File: src/rtl/regfile_writeback.sv
// Register-file write master: merges ALU results and FIFO-buffered LSU results onto one write port.
// Latency: a winner appears on we/waddr/wdata one cycle after its accepting edge.
// Backpressure: lsu_ready drops when the FIFO is full; alu_ready drops while the FIFO head is forced (full, or starved under WB_STARVE_GUARD_EN).
module regfile_writeback #(
  parameter int DW         = 32,
  parameter int AW         = 5,
  parameter int QDEPTH     = 4,
  parameter int STARVE_LIM = 8
) (
  input  logic                 clk,
  input  logic                 rst,
  input  logic                 alu_valid,
  input  logic [AW-1:0]        alu_rd,
  input  logic [DW-1:0]        alu_data,
  output logic                 alu_ready,
  input  logic                 lsu_valid,
  input  logic [AW-1:0]        lsu_rd,
  input  logic [DW-1:0]        lsu_data,
  output logic                 lsu_ready,
  input  logic                 sb_set,
  input  logic [AW-1:0]        sb_rd,
  output logic [(1<<AW)-1:0]   busy_vec,
  output logic                 we,
  output logic [AW-1:0]        waddr,
  output logic [DW-1:0]        wdata
);

  localparam int NREG = 1 << AW;
  localparam int PW   = (QDEPTH > 1) ? $clog2(QDEPTH) : 1;
  localparam int CW   = PW + 1;

  if (QDEPTH < 2 || (QDEPTH & (QDEPTH - 1)) != 0 || STARVE_LIM < 1) begin : g_param_err
    $error("regfile_writeback: QDEPTH must be a power of two >= 2 and STARVE_LIM >= 1");
  end

  logic [AW-1:0] r_q_rd  [QDEPTH];
  logic [DW-1:0] r_q_dat [QDEPTH];
  logic [PW-1:0] r_wptr;
  logic [PW-1:0] r_rptr;
  logic [CW-1:0] r_count;

  logic            w_full;
  logic            w_empty;
  logic            w_push;
  logic            w_starve;
  logic            w_fifo_win;
  logic            w_alu_win;
  logic [AW-1:0]   w_head_rd;
  logic [DW-1:0]   w_head_dat;
  logic [NREG-1:0] w_busy_nxt;

  logic            r_we;
  logic [AW-1:0]   r_waddr;
  logic [DW-1:0]   r_wdata;
  logic [NREG-1:0] r_busy;

  assign w_full     = (r_count == CW'(QDEPTH));
  assign w_empty    = (r_count == '0);
  assign w_head_rd  = r_q_rd[r_rptr];
  assign w_head_dat = r_q_dat[r_rptr];

  assign lsu_ready  = !w_full;
  assign w_push     = lsu_valid && lsu_ready;

  // Head is forced when the queue is full (or starved); otherwise it only fills idle ALU slots.
  assign alu_ready  = !w_full && !w_starve;
  assign w_alu_win  = alu_valid && alu_ready;
  assign w_fifo_win = !w_empty && (w_full || w_starve || !alu_valid);

  always_ff @(posedge clk) begin
    if (w_push) begin
      r_q_rd[r_wptr]  <= lsu_rd;
      r_q_dat[r_wptr] <= lsu_data;
    end
  end

  always_ff @(posedge clk) begin
    if (rst) begin
      r_wptr  <= '0;
      r_rptr  <= '0;
      r_count <= '0;
    end else begin
      if (w_push) begin
        r_wptr <= r_wptr + PW'(1);
      end
      if (w_fifo_win) begin
        r_rptr <= r_rptr + PW'(1);
      end
      case ({w_push, w_fifo_win})
        2'b10:   r_count <= r_count + CW'(1);
        2'b01:   r_count <= r_count - CW'(1);
        default: r_count <= r_count;
      endcase
    end
  end

`ifdef WB_STARVE_GUARD_EN
  localparam int SCW = $clog2(STARVE_LIM + 1);
  logic [SCW-1:0] r_starve_cnt;

  always_ff @(posedge clk) begin
    if (rst) begin
      r_starve_cnt <= '0;
    end else if (w_fifo_win) begin
      r_starve_cnt <= '0;
    end else if (!w_empty && w_alu_win && r_starve_cnt != SCW'(STARVE_LIM)) begin
      r_starve_cnt <= r_starve_cnt + SCW'(1);
    end
  end

  assign w_starve = !w_empty && (r_starve_cnt == SCW'(STARVE_LIM));
`else
  assign w_starve = 1'b0;
`endif

  // A set in the same cycle as the clear of that register wins; x0 never goes busy.
  always_comb begin
    w_busy_nxt = r_busy;
    if (w_fifo_win && w_head_rd != '0) begin
      w_busy_nxt[w_head_rd] = 1'b0;
    end
    if (sb_set && sb_rd != '0) begin
      w_busy_nxt[sb_rd] = 1'b1;
    end
    w_busy_nxt[0] = 1'b0;
  end

  always_ff @(posedge clk) begin
    if (rst) begin
      r_busy <= '0;
    end else begin
      r_busy <= w_busy_nxt;
    end
  end

  always_ff @(posedge clk) begin
    if (rst) begin
      r_we    <= 1'b0;
      r_waddr <= '0;
      r_wdata <= '0;
    end else if (w_fifo_win) begin
      r_we    <= (w_head_rd != '0);
      r_waddr <= w_head_rd;
      r_wdata <= w_head_dat;
    end else if (w_alu_win) begin
      r_we    <= (alu_rd != '0);
      r_waddr <= alu_rd;
      r_wdata <= alu_data;
    end else begin
      r_we    <= 1'b0;
    end
  end

  assign we       = r_we;
  assign waddr    = r_waddr;
  assign wdata    = r_wdata;
  assign busy_vec = r_busy;

endmodule
File: config.mk
export PLATFORM = sky130hd
export DESIGN_NAME = regfile_writeback
export DESIGN_NICKNAME = d
export VERILOG_FILES = /design/src/rtl/regfile_writeback.sv
export SDC_FILE = /design/constraint.sdc
export NUM_CORES = 1
export LEC_CHECK = 0
export BUFFER_PORTS_ARGS = -buffer_cell sky130_fd_sc_hd__buf_2
export CAP_MARGIN = 40
export CELL_PAD_IN_SITES_DETAIL_PLACEMENT = 0
export CELL_PAD_IN_SITES_GLOBAL_PLACEMENT = 1
export CORE_AREA = 5 5 152 154
export DETAILED_ROUTE_END_ITERATION = 7
export DIE_AREA = 0 0 157 159
export PLACE_DENSITY = 0.86
export SLEW_MARGIN = 20
export SYNTH_ARGS = -nofsm -noshare
export SYNTH_HDL_FRONTEND = slang
export SYNTH_SLANG_ARGS = --single-unit
File: constraint.sdc
create_clock -name clk -period 2.5 [get_ports clk]
set_input_delay 0.5 -clock clk [delete_from_list [all_inputs] [get_ports clk]]
set_output_delay 0.5 -clock clk [all_outputs]
set_load 0.05 [all_outputs]
==> metrics.md <==
| Metric | Value |
|---|---|
| Status | `completed` |
| Layout cells sized above 1 | `0.3295` |
| Req. time, crit path | `2930 ps` |
| Worst Path Max Fanout | `9` |
| Setup_tns | `0 ps` |
| Met3 GRT Util | `0.04023` |
| Fillers | `1894` |
| Multi-input logic area | `0.002464 sq mm` |
| Top cell type's share of synthesized area | `0.5124` |
| R2r endpoint | `r_count[2]$_SDFFE_PP0P_` |
| Antenna violations before repair | `0` |
| Worst-margin pin slew | `663.1 ps` |
| Met1 Use GR | `0.2002` |
| HPWL after detailed placement | `13130 um` |
| Htree depth | `1` |
| Pre-CTS setup slack | `174.9 ps` |
| Unrepaired setup endpoints after global routing | `no` |
| Worst vdd ir | `0.7060 mV` |
| Post-synth net total | `706` |
| FF+latch area | `0.006010 sq mm` |
| Worst-skew pair later-pin latency | `510 ps` |
| Area post-placement | `0.009802 sq mm` |
| Fin crit share | `0.9294` |
| Hold Path Class | `primary input to flip-flop` |
| Hold Crit Depth | `1` |
| CP Launch Type | `flip-flop` |
| First-pass GRT wire length | `30640 um` |
| Commonest non-fill, non-tap cell in the layout | `buf_2` |
| Yosys cell types | `40` |
| Period minus WS final | `2323 ps` |
| CTS Sinks | `226` |
| DRT Wirelength | `19830 um` |
| Core area | `0.02155 sq mm` |
| HP Start | `lsu_data[27]` |
| F_max | `0.4304 GHz` |
| Pin count of the biggest net entering global routing | `78` |
| Ys Warns | `0` |
| Maximum clock insertion buffer count | `3` |
| Worst path top cell family by delay | `simple AND/OR/NAND/NOR gates` |
| Final non-filler cell total | `1066` |
| Die W | `157 um` |
| Most frequent cells in the layout | `154 x buf_2, 148 x edfxtp_1, 97 x nand2_1` |
| CP peak stage delay | `490 ps` |
| Post-layout util | `0.4911` |
| Remaining antenna violation count after routing | `0` |
| Slew headroom | `0.5570` |
| Crit. End Element | `flip-flop` |
| DIE AREA | `0.02496 sq mm` |
| Mapped cell area | `0.008673 sq mm` |
| Worst Reg-to-Reg Cells | `8` |
| Congestion Overflow GR | `0` |
| GR peak layer | `met2` |
| GP Congestion | `0.7779` |
| Worst hold endpoint | `r_q_dat[3][27]$_DFFE_PP_` |
| Die height | `159 um` |
| Critical-path cell list | `or3b_2 -> nand2_1 -> ha_1 -> inv_1 -> fa_1 -> xor2_1 -> or3_1 -> a21oi_1` |
| Row cnt | `54` |
| Placed insts | `1024` |
| Io pins | `156` |
| Flop2flop setup slack | `180 ps` |
| DR vias/cell | `5.134` |
| WL/cell | `18.60 um` |
| Nets | `859` |
| Area Overhead vs Synth | `22.03%` |
| Crit-path slowest cell | `or3b_2` |
| Maximum Capacitance Violations | `0` |
| First-pass iteration count of the detailed router | `5` |
| Met2 GRT Util | `0.2639` |
| Initial Util | `0.4024` |
| # diodes | `0` |
| 1st-iter DRT viols | `308` |
| Ys async rst share | `0` |
| Final Instance Area | `0.01058 sq mm` |
| Synth top area cells | `edfxtp_1 51%, dfxtp_1 18%, mux4_2 9.6%, nand2_1 4.2%, a311oi_1 3.0%` |
| Residual DRC | `0` |
| Inserted Clock Buffers | `23` |
| CTS tree | `built` |
| Slew Viols, Final | `0` |
| Yosys top cell by area | `edfxtp_1` |
| Post-synth EDFFs | `148` |
| Hold Fails Final Rpt | `0` |
| Final WS setup | `176.6 ps` |
| Global Route Usage Sum | `0.1538` |
| Clock slew at reported path FFs | `60 ps` |
| Final setup violation count | `0` |
| Synthesized instance count | `616` |
| Count of input and output buffers | `154` |
| Critical path class | `flip-flop to flip-flop` |
| Root Buffer | `clkbuf_16` |
| WP buf/inv | `1` |
| Sequential fraction of the synthesis area | `0.6924` |
| P_leak | `3.900 nW` |
| Syn Area/Cell | `14.08 sq um` |
| Pwr dens | `1147 mW/mm^2` |
| Number of global-route vias before repair | `5563` |
| Worst Skew | `15.60 ps` |
| Main synth FF type | `edfxtp_1` |
| Seq cells post-synth | `226` |
| DR vias | `5473` |
| Post CTS Setup Buffer Count | `0` |
| Critical Path AT | `2760 ps` |
| Worst R2R Start | `r_count[1]$_SDFFE_PP0P_` |
==> cell families after synthesis <==
family                   after synthesis  synth area share
AO/OA/AOI/OAI                        109           0.08079
XOR/XNOR                               5          0.005050
adder cells (fa/ha/maj)                6          0.009521
buffers and inverters                 49           0.02423
flip-flops                           226            0.6924
multiplexers                          37           0.09608
other                                  1         0.0004324
AND/OR/NAND/NOR                      183           0.09146
==> layout make-up <==
class / count / area share
Sequential cell: 226 / 0.5678
Multi-Input combinational cell: 341 / 0.2328
Timing Repair Buffer: 170 / 0.09008
Clock buffer: 27 / 0.05769
Tap cell: 280 / 0.03310
Clock inverter: 15 / 0.01608
Inverter: 7 / 0.002483
==> cells in the mapped netlist, types with 5 or more instances <==
cell and n:
dfxtp_1 78, nor2_1 52, clkbuf_1 26, inv_1 7
buf_2 9, ha_1 5, o21ai_0 18, a311oi_1 30
mux4_2 37, o21ai_1 16, a222oi_1 5, edfxtp_1 148
a21oi_1 36, nand2_1 97
==> registers in the layout, indices dropped and copies added (netlist names), named ones only <==
name	flops
wdata	32
r_count	3
r_q_dat	128
waddr	5
r_q_rd	20
r_rptr	2
busy_vec	31
we	1
r_wptr	2
==> what timing repair did <==
item	in CTS	in global routing
gates resized for setup	0	1
hold buffers	0	0
setup endpoints to repair	0	1
==> metal layers <==
| metal | wire length [um] | part of all wire |
|---|---|---|
| met1 | 8220 | 0.41 |
| met2 | 9722 | 0.49 |
| met3 | 1668 | 0.084 |
| met4 | 216 | 0.011 |
| met5 | 0 | 0 |
==> through the flow <==
stage	hold WS, ps	total power, W
6_report	203.2	0.01213
5_1_grt	187.3	0.01278
4_1_cts	180.4	0.01232
3_5_place_dp	462.8	0.008799
3_3_place_gp	458.6	0.008728
2_1_floorplan	469.2	0.007690
==> worst max path at each step <==
stage | from | end | slack, ps | cells after the start
after floorplan | r_count[0]$_SDFFE_PP0P_ | r_count[2]$_SDFFE_PP0P_ | 10 | 10
after global placement | r_count[2]$_SDFFE_PP0P_ | r_count[2]$_SDFFE_PP0P_ | 220 | 8
after detailed placement | r_count[2]$_SDFFE_PP0P_ | r_count[2]$_SDFFE_PP0P_ | 170 | 8
after CTS | r_count[2]$_SDFFE_PP0P_ | r_count[2]$_SDFFE_PP0P_ | 160 | 8
after global routing | r_count[1]$_SDFFE_PP0P_ | r_count[2]$_SDFFE_PP0P_ | 9 | 8
final | r_count[1]$_SDFFE_PP0P_ | r_count[2]$_SDFFE_PP0P_ | 180 | 8
==> report_power, final <==
| part | switching [W] | total [W] | internal (W) | leakage [nW] |
|---|---|---|---|---|
| logic | 0.00260 | 0.00390 | 0.00129 | 1.53 |
| registers | 0.000222 | 0.00474 | 0.00452 | 2.00 |
| clock network | 0.00142 | 0.00350 | 0.00207 | 0.372 |
Power figures use the tool's default switching activity.
